[config.mk]
export PLATFORM = sky130hd
export DESIGN_NAME = zigzag_rle_encoder
export DESIGN_NICKNAME = d
export VERILOG_FILES = /design/src/rtl/jpeg_enc_pkg.sv /design/src/rtl/last_nonzero_finder.sv /design/src/rtl/zigzag_rle_encoder.sv
export SDC_FILE = /design/constraint.sdc
export NUM_CORES = 1
export LEC_CHECK = 0
export CORE_AREA = 2 2 255 257
export DETAILED_ROUTE_END_ITERATION = 10
export DIE_AREA = 0 0 257 259
export GPL_TIMING_DRIVEN = 0
export HOLD_SLACK_MARGIN = 0.05
export PLACE_DENSITY = 0.79
export SLEW_MARGIN = 5
export SYNTH_ARGS = -nofsm -noshare
export SYNTH_HDL_FRONTEND = slang
export SYNTH_SLANG_ARGS = --single-unit
[constraint.sdc]
create_clock -name clock -period 38.9 [get_ports clock]
set_input_delay 3.89 -clock clock [delete_from_list [all_inputs] [get_ports clock]]
set_output_delay 3.89 -clock clock [all_outputs]
set_load 0.1 [all_outputs]
[src/rtl/jpeg_enc_pkg.sv]
// Shared constants and state encoding for the JPEG entropy-coding front end.
package jpeg_enc_pkg;
    localparam int DATA_WIDTH = 10;
    localparam int DEPTH      = 64;
    localparam int RUN_WIDTH  = 4;
    localparam int ZRL_RUN    = 15;

    typedef enum logic [1:0] {
        ST_IDLE,
        ST_EMIT_DC,
        ST_SCAN,
        ST_EMIT_EOB
    } rle_state_t;
endpackage

[src/rtl/last_nonzero_finder.sv]
// Priority encoder over the AC coefficients: index of the highest nonzero one,
// plus a flag for the all-zero case.
module last_nonzero_finder
    import jpeg_enc_pkg::*;
#(
    parameter int DATA_WIDTH = jpeg_enc_pkg::DATA_WIDTH,
    parameter int DEPTH      = jpeg_enc_pkg::DEPTH,
    parameter int IDX_WIDTH  = $clog2(DEPTH)
) (
    input  logic [DATA_WIDTH*(DEPTH-1)-1:0] i_acCoefs,
    output logic [IDX_WIDTH-1:0]            o_lastNz,
    output logic                            o_allZero
);

    // Later (higher) indices overwrite earlier hits, so the last match wins.
    always_comb begin
        o_lastNz  = '0;
        o_allZero = 1'b1;
        for (int k = 0; k < DEPTH - 1; k++) begin
            if (i_acCoefs[k*DATA_WIDTH +: DATA_WIDTH] != '0) begin
                o_lastNz  = IDX_WIDTH'(k + 1);
                o_allZero = 1'b0;
            end
        end
    end

endmodule

[src/rtl/zigzag_rle_encoder.sv]
// Run-length encoder for one zigzag-ordered block: DC symbol, (run,value) AC
// symbols with ZRL for 16-zero runs, and EOB when the block ends in zeros.
module zigzag_rle_encoder
    import jpeg_enc_pkg::*;
#(
    parameter int DATA_WIDTH = jpeg_enc_pkg::DATA_WIDTH,
    parameter int DEPTH      = jpeg_enc_pkg::DEPTH,
    parameter int RUN_WIDTH  = jpeg_enc_pkg::RUN_WIDTH
) (
    input  logic                        clock,
    input  logic                        reset,
    input  logic [DATA_WIDTH*DEPTH-1:0] zigzag_pix_in,
    input  logic                        block_valid,
    output logic                        block_ready,
    output logic                        rle_valid,
    input  logic                        rle_ready,
    output logic [RUN_WIDTH-1:0]        rle_run,
    output logic [DATA_WIDTH-1:0]       rle_value,
    output logic                        rle_is_dc,
    output logic                        rle_eob,
    output logic                        busy
);
    localparam int                   IDX_WIDTH = $clog2(DEPTH);
    localparam logic [IDX_WIDTH-1:0] LAST_IDX  = IDX_WIDTH'(DEPTH - 1);
    localparam logic [RUN_WIDTH-1:0] ZRL       = RUN_WIDTH'(ZRL_RUN);

    rle_state_t                  r_state, w_stateNext;
    logic [DATA_WIDTH*DEPTH-1:0] r_block;
    logic [IDX_WIDTH-1:0]        r_lastNz, w_lastNz;
    logic                        r_allZero, w_allZero;
    logic [IDX_WIDTH-1:0]        r_idx, w_idxNext;
    logic [RUN_WIDTH-1:0]        r_run, w_runNext;
    logic                        r_done, w_doneNext;
    logic                        r_outValid;
    logic [RUN_WIDTH-1:0]        r_outRun;
    logic [DATA_WIDTH-1:0]       r_outValue;
    logic                        r_outDc, r_outEob;
    logic                        w_accept, w_handshake, w_scanStep, w_load, w_clear;
    logic [RUN_WIDTH-1:0]        w_ldRun;
    logic [DATA_WIDTH-1:0]       w_ldValue, w_coef;
    logic                        w_ldDc, w_ldEob;

    last_nonzero_finder #(
        .DATA_WIDTH(DATA_WIDTH),
        .DEPTH     (DEPTH),
        .IDX_WIDTH (IDX_WIDTH)
    ) u_lastNz (
        .i_acCoefs(zigzag_pix_in[DATA_WIDTH*DEPTH-1:DATA_WIDTH]),
        .o_lastNz (w_lastNz),
        .o_allZero(w_allZero)
    );

    assign w_accept    = (r_state == ST_IDLE) && block_valid;
    assign w_handshake = r_outValid && rle_ready;
    assign w_coef      = r_block[r_idx*DATA_WIDTH +: DATA_WIDTH];

    // The first AC step is taken on the DC handshake itself so DC and the
    // first AC symbol go out back to back.
    always_comb begin
        w_stateNext = r_state;
        w_idxNext   = r_idx;
        w_runNext   = r_run;
        w_doneNext  = r_done;
        w_load      = 1'b0;
        w_clear     = 1'b0;
        w_ldRun     = '0;
        w_ldValue   = '0;
        w_ldDc      = 1'b0;
        w_ldEob     = 1'b0;
        w_scanStep  = 1'b0;
        case (r_state)
            ST_IDLE: begin
                if (block_valid) begin
                    w_stateNext = ST_EMIT_DC;
                    w_load      = 1'b1;
                    w_ldDc      = 1'b1;
                    w_ldValue   = zigzag_pix_in[DATA_WIDTH-1:0];
                    w_idxNext   = IDX_WIDTH'(1);
                    w_runNext   = '0;
                    w_doneNext  = 1'b0;
                end
            end
            ST_EMIT_DC: begin
                if (w_handshake) begin
                    if (r_allZero) begin
                        w_stateNext = ST_EMIT_EOB;
                        w_load      = 1'b1;
                        w_ldEob     = 1'b1;
                    end else begin
                        w_stateNext = ST_SCAN;
                        w_scanStep  = 1'b1;
                    end
                end
            end
            ST_SCAN: begin
                if (r_done) begin
                    if (w_handshake) begin
                        if (r_lastNz == LAST_IDX) begin
                            w_stateNext = ST_IDLE;
                            w_clear     = 1'b1;
                        end else begin
                            w_stateNext = ST_EMIT_EOB;
                            w_load      = 1'b1;
                            w_ldEob     = 1'b1;
                        end
                    end
                end else if (!r_outValid || w_handshake) begin
                    w_scanStep = 1'b1;
                end
            end
            ST_EMIT_EOB: begin
                if (w_handshake) begin
                    w_stateNext = ST_IDLE;
                    w_clear     = 1'b1;
                end
            end
            default: w_stateNext = ST_IDLE;
        endcase

        if (w_scanStep) begin
            w_idxNext = r_idx + 1'b1;
            if (w_coef != '0) begin
                w_load     = 1'b1;
                w_ldRun    = r_run;
                w_ldValue  = w_coef;
                w_runNext  = '0;
                w_doneNext = (r_idx == r_lastNz);
            end else if (r_run == ZRL) begin
                w_load    = 1'b1;
                w_ldRun   = ZRL;
                w_runNext = '0;
            end else begin
                w_runNext = r_run + 1'b1;
                w_clear   = w_handshake;
            end
        end
    end

    always_ff @(posedge clock) begin
        if (reset) begin
            r_state    <= ST_IDLE;
            r_idx      <= '0;
            r_run      <= '0;
            r_done     <= 1'b0;
            r_lastNz   <= '0;
            r_allZero  <= 1'b1;
            r_outValid <= 1'b0;
            r_outRun   <= '0;
            r_outValue <= '0;
            r_outDc    <= 1'b0;
            r_outEob   <= 1'b0;
        end else begin
            r_state <= w_stateNext;
            r_idx   <= w_idxNext;
            r_run   <= w_runNext;
            r_done  <= w_doneNext;
            if (w_accept) begin
                r_lastNz  <= w_lastNz;
                r_allZero <= w_allZero;
            end
            if (w_load) begin
                r_outValid <= 1'b1;
                r_outRun   <= w_ldRun;
                r_outValue <= w_ldValue;
                r_outDc    <= w_ldDc;
                r_outEob   <= w_ldEob;
            end else if (w_clear) begin
                r_outValid <= 1'b0;
                r_outRun   <= '0;
                r_outValue <= '0;
                r_outDc    <= 1'b0;
                r_outEob   <= 1'b0;
            end
        end
    end

    always_ff @(posedge clock) begin
        if (w_accept) begin
            r_block <= zigzag_pix_in;
        end
    end

    assign block_ready = (r_state == ST_IDLE);
    assign busy        = (r_state != ST_IDLE);
    assign rle_valid   = r_outValid;
    assign rle_run     = r_outRun;
    assign rle_value   = r_outValue;
    assign rle_is_dc   = r_outDc;
    assign rle_eob     = r_outEob;

endmodule

==> flow_metrics.tcl <==
set metrics [dict create \
    fin_nets 3065 \
    power_leakage_nw 12.5 \
    ys_warn_count 0 \
    worstPathRequired_ns 39.42 \
    rows 93 \
    final_cells 3338 \
    drtIter0Drc 3180 \
    gp_congestion 0.988 \
    netlist_area_mm2 0.0286 \
    worstPathMaxFanout 3 \
    die-area_mm2 0.0666 \
    clock_skew_ns 0.0202 \
    maxSlewHeadroom -0.0684 \
    numCtsBuffers 71 \
    die_w_um 257 \
    num_io_pins 663 \
    coreArea_mm2 0.0639 \
    hold_ws_ns 0.473 \
    grt_max_degree 68 \
    synth-seq-cells 677 \
    yosysUniqueCellTypes 70 \
    io_buffers 661 \
    grt-ovfl-total 0 \
    antenna_left 0 \
    synth_cells 1670 \
    syn2layout_area_growth_pct 36.1 \
    die_y_um 259 \
    crit_path_start_kind "input port" \
    start_util 0.447 \
    power_density_mw_per_mm2 56.7 \
    grt_pass1_vias 21200 \
    cts_sinks 677 \
    grt_first_pass_wirelength_um 156000 \
    cts_tree "yes" \
    cts.htree.levels 3 \
    syn_area_per_cell_um2 17.1 \
    antenna_found_initial 19 \
    wl_um 115000 \
    routedWlPerCell_um 34.6 \
    layout_min_cycle_time_ns 7.25 \
    crit_arrival_ns 7.77 \
    critPathCaptureType "register" \
    clock_latency_ns 0.62 \
    fin_ws_ns 31.65 \
    viasPerCell 6.40 \
    layout_commonest_cell "clkdlybuf4s50_1" \
    max_freq_mhz 138 \
    vias 21400 \
    yosysSeqAreaShare 0.699 \
    synth_nets 2320 \
    drv_slew 4 \
    tightest_slew_ns 1.59 \
    drc 0 \
    hp-class "reg2reg" \
    synthFlopType "edfxtp_1" \
    synth_edf_count 640 \
    finalCoreUtilization 0.608 \
    clockBufferDepth 3 \
    fillCellCount 4618 \
    path_class "in2reg" \
    path_clk_slew_ns 0.07 \
    rsz0062_at_grt "false" \
    groute.usage.overall 0.340 \
    status "finished, violations left" \
    layout_common_cells "clkdlybuf4s50_1, edfxtp_1, mux4_2, nor4_1, nor2_1" \
    setup_tns_ns 0 \
    hold_viol_final 0 \
    maxCapViolations 1 \
    ctsHoldBuffers 0 \
    postCtsSetupBuffers 0 \
    firstDrtPassIters 5 \
    cts_resized 0 \
    finalCritPeriodShare 0.186 \
    cts-root-buf "clkbuf_16" \
    violations "capacitance limit, slew limit" \
    drive_above_1_share 0.137 \
    pre_cts_ws_ns 31.36 \
    vdd_drop_max_v 0.0000502 \
    synthArstFlopShare 0 \
    setup_viol 0 \
    dp_hpwl_um 90200 \
    place_inst 3197 \
]
-- per-stage QoR --
stage	total power, W	cell area, um^2
after CTS	0.00220	38800
after detailed placement	0.00153	36600
after global placement	0.00171	36300
after global routing	0.00226	38900
final	0.00220	38900
after floorplan	0.00145	28600
-- worst max-delay path, stage by stage --
cell	delay, ns
clkdlybuf4s50_1	0.45
or4_1	0.60
nor4_1	1.22
nand4_1	0.59
nor2_1	0.38
nand3b_1	0.14
nand2b_1	0.20
o41ai_1	0.28
-- power breakdown --
part	internal, W	switching (W)	leakage [nW]
combinational	0.000196	0.000292	4.96
clock	0.000383	0.000293	1.11
sequential	0.000992	0.0000463	6.39
total	0.00157	0.000632	12.5
-- state kept, by name, indices dropped and copies added, names as in the netlist --
name	count
r_allZero	1
r_block	640
r_done	1
r_idx	6
r_lastNz	6
r_run	4
r_state	2
rle_eob	1
rle_is_dc	1
rle_run	4
rle_valid	1
rle_value	10
-- layer usage --
layer | vias up | GRT usage | routed length, um
met4 | 10 | 0.142 | 4710
met1 | 10700 | 0.439 | 41400
met2 | 1872 | 0.553 | 56100
met5 | - | 0 | 68
li1 | 8503 | - | -
met3 | 309 | 0.0834 | 13200
-- area by class of cell --
| class | count | area [um^2] | share of cell area |
|---|---|---|---|
| flip-flops and latches | 677 | 20000 | 0.514 |
| multi-input cells | 894 | 8110 | 0.209 |
| repair buffers | 672 | 6910 | 0.178 |
| clock buffers | 85 | 1840 | 0.0473 |
| well taps | 855 | 1070 | 0.0275 |
| clock inverters | 43 | 444 | 0.0114 |
| plain buffers | 67 | 384 | 0.00988 |
| inverters | 32 | 120 | 0.00309 |
| diodes | 13 | 32.5 | 0.000837 |
-- final timing paths --
kind	cells after the start	from	slack, ns	endpoint
min	2	rle_value[8]	0.47	rle_value[8]
max	8	zigzag_pix_in[491]	31.65	r_allZero
min reg2reg	2	rle_value[8]	0.47	rle_value[8]
max reg2reg	12	r_idx[4]	33.71	rle_run[0]
-- synth_stat cells (3+ instances only) --
library cell  count  area share
ha_1              6      0.0026
o31ai_1           3     0.00079
nand2_1          34      0.0045
a211oi_1          5      0.0013
mux2_2            6      0.0024
nor2b_1          10      0.0022
o21ai_0          28      0.0049
o211ai_1          4      0.0011
mux4_2          161        0.13
buf_4            13      0.0034
clkbuf_1         20      0.0026
or3_1             3     0.00066
o21bai_1          3     0.00079
mux2i_1          50       0.018
nand2b_1          7      0.0015
inv_1            31      0.0041
nand4_1           5      0.0011
nor3_1           17      0.0030
or2_2             5      0.0011
a32o_1            7      0.0025
o32ai_1           7      0.0021
a31oi_1           3     0.00066
dfxtp_1          37       0.026
a22oi_1          37      0.0097
a221oi_1          7      0.0021
nand3_1          92       0.016
nor2_1          130       0.017
a22o_1            6      0.0018
a41oi_1           3     0.00092
and2_1            3     0.00066
buf_6             7      0.0028
edfxtp_1        640        0.67
nor4_1          140       0.031
buf_1             5     0.00066
o22ai_1           8      0.0018
buf_2            21      0.0037
a21oi_1          46      0.0081
xor2_1            4      0.0012
or4_1            12      0.0032
and3_1            5      0.0011
-- logic make-up (layout without fill, tap and decap cells) --
| family | count (synthesis) | after routing | share of synthesized area |
|---|---|---|---|
| AND/OR/NAND/NOR | 474 | 474 | 0.0861 |
| other | 0 | 13 | 0 |
| adder cells (fa/ha/maj) | 6 | 6 | 0.00263 |
| buffers and inverters | 99 | 899 | 0.0175 |
| multiplexers | 217 | 217 | 0.147 |
| XOR/XNOR | 6 | 6 | 0.00184 |
| flip-flops | 677 | 677 | 0.699 |
| AO/OA/AOI/OAI | 191 | 191 | 0.0463 |
Power figures use the tool's default switching activity.
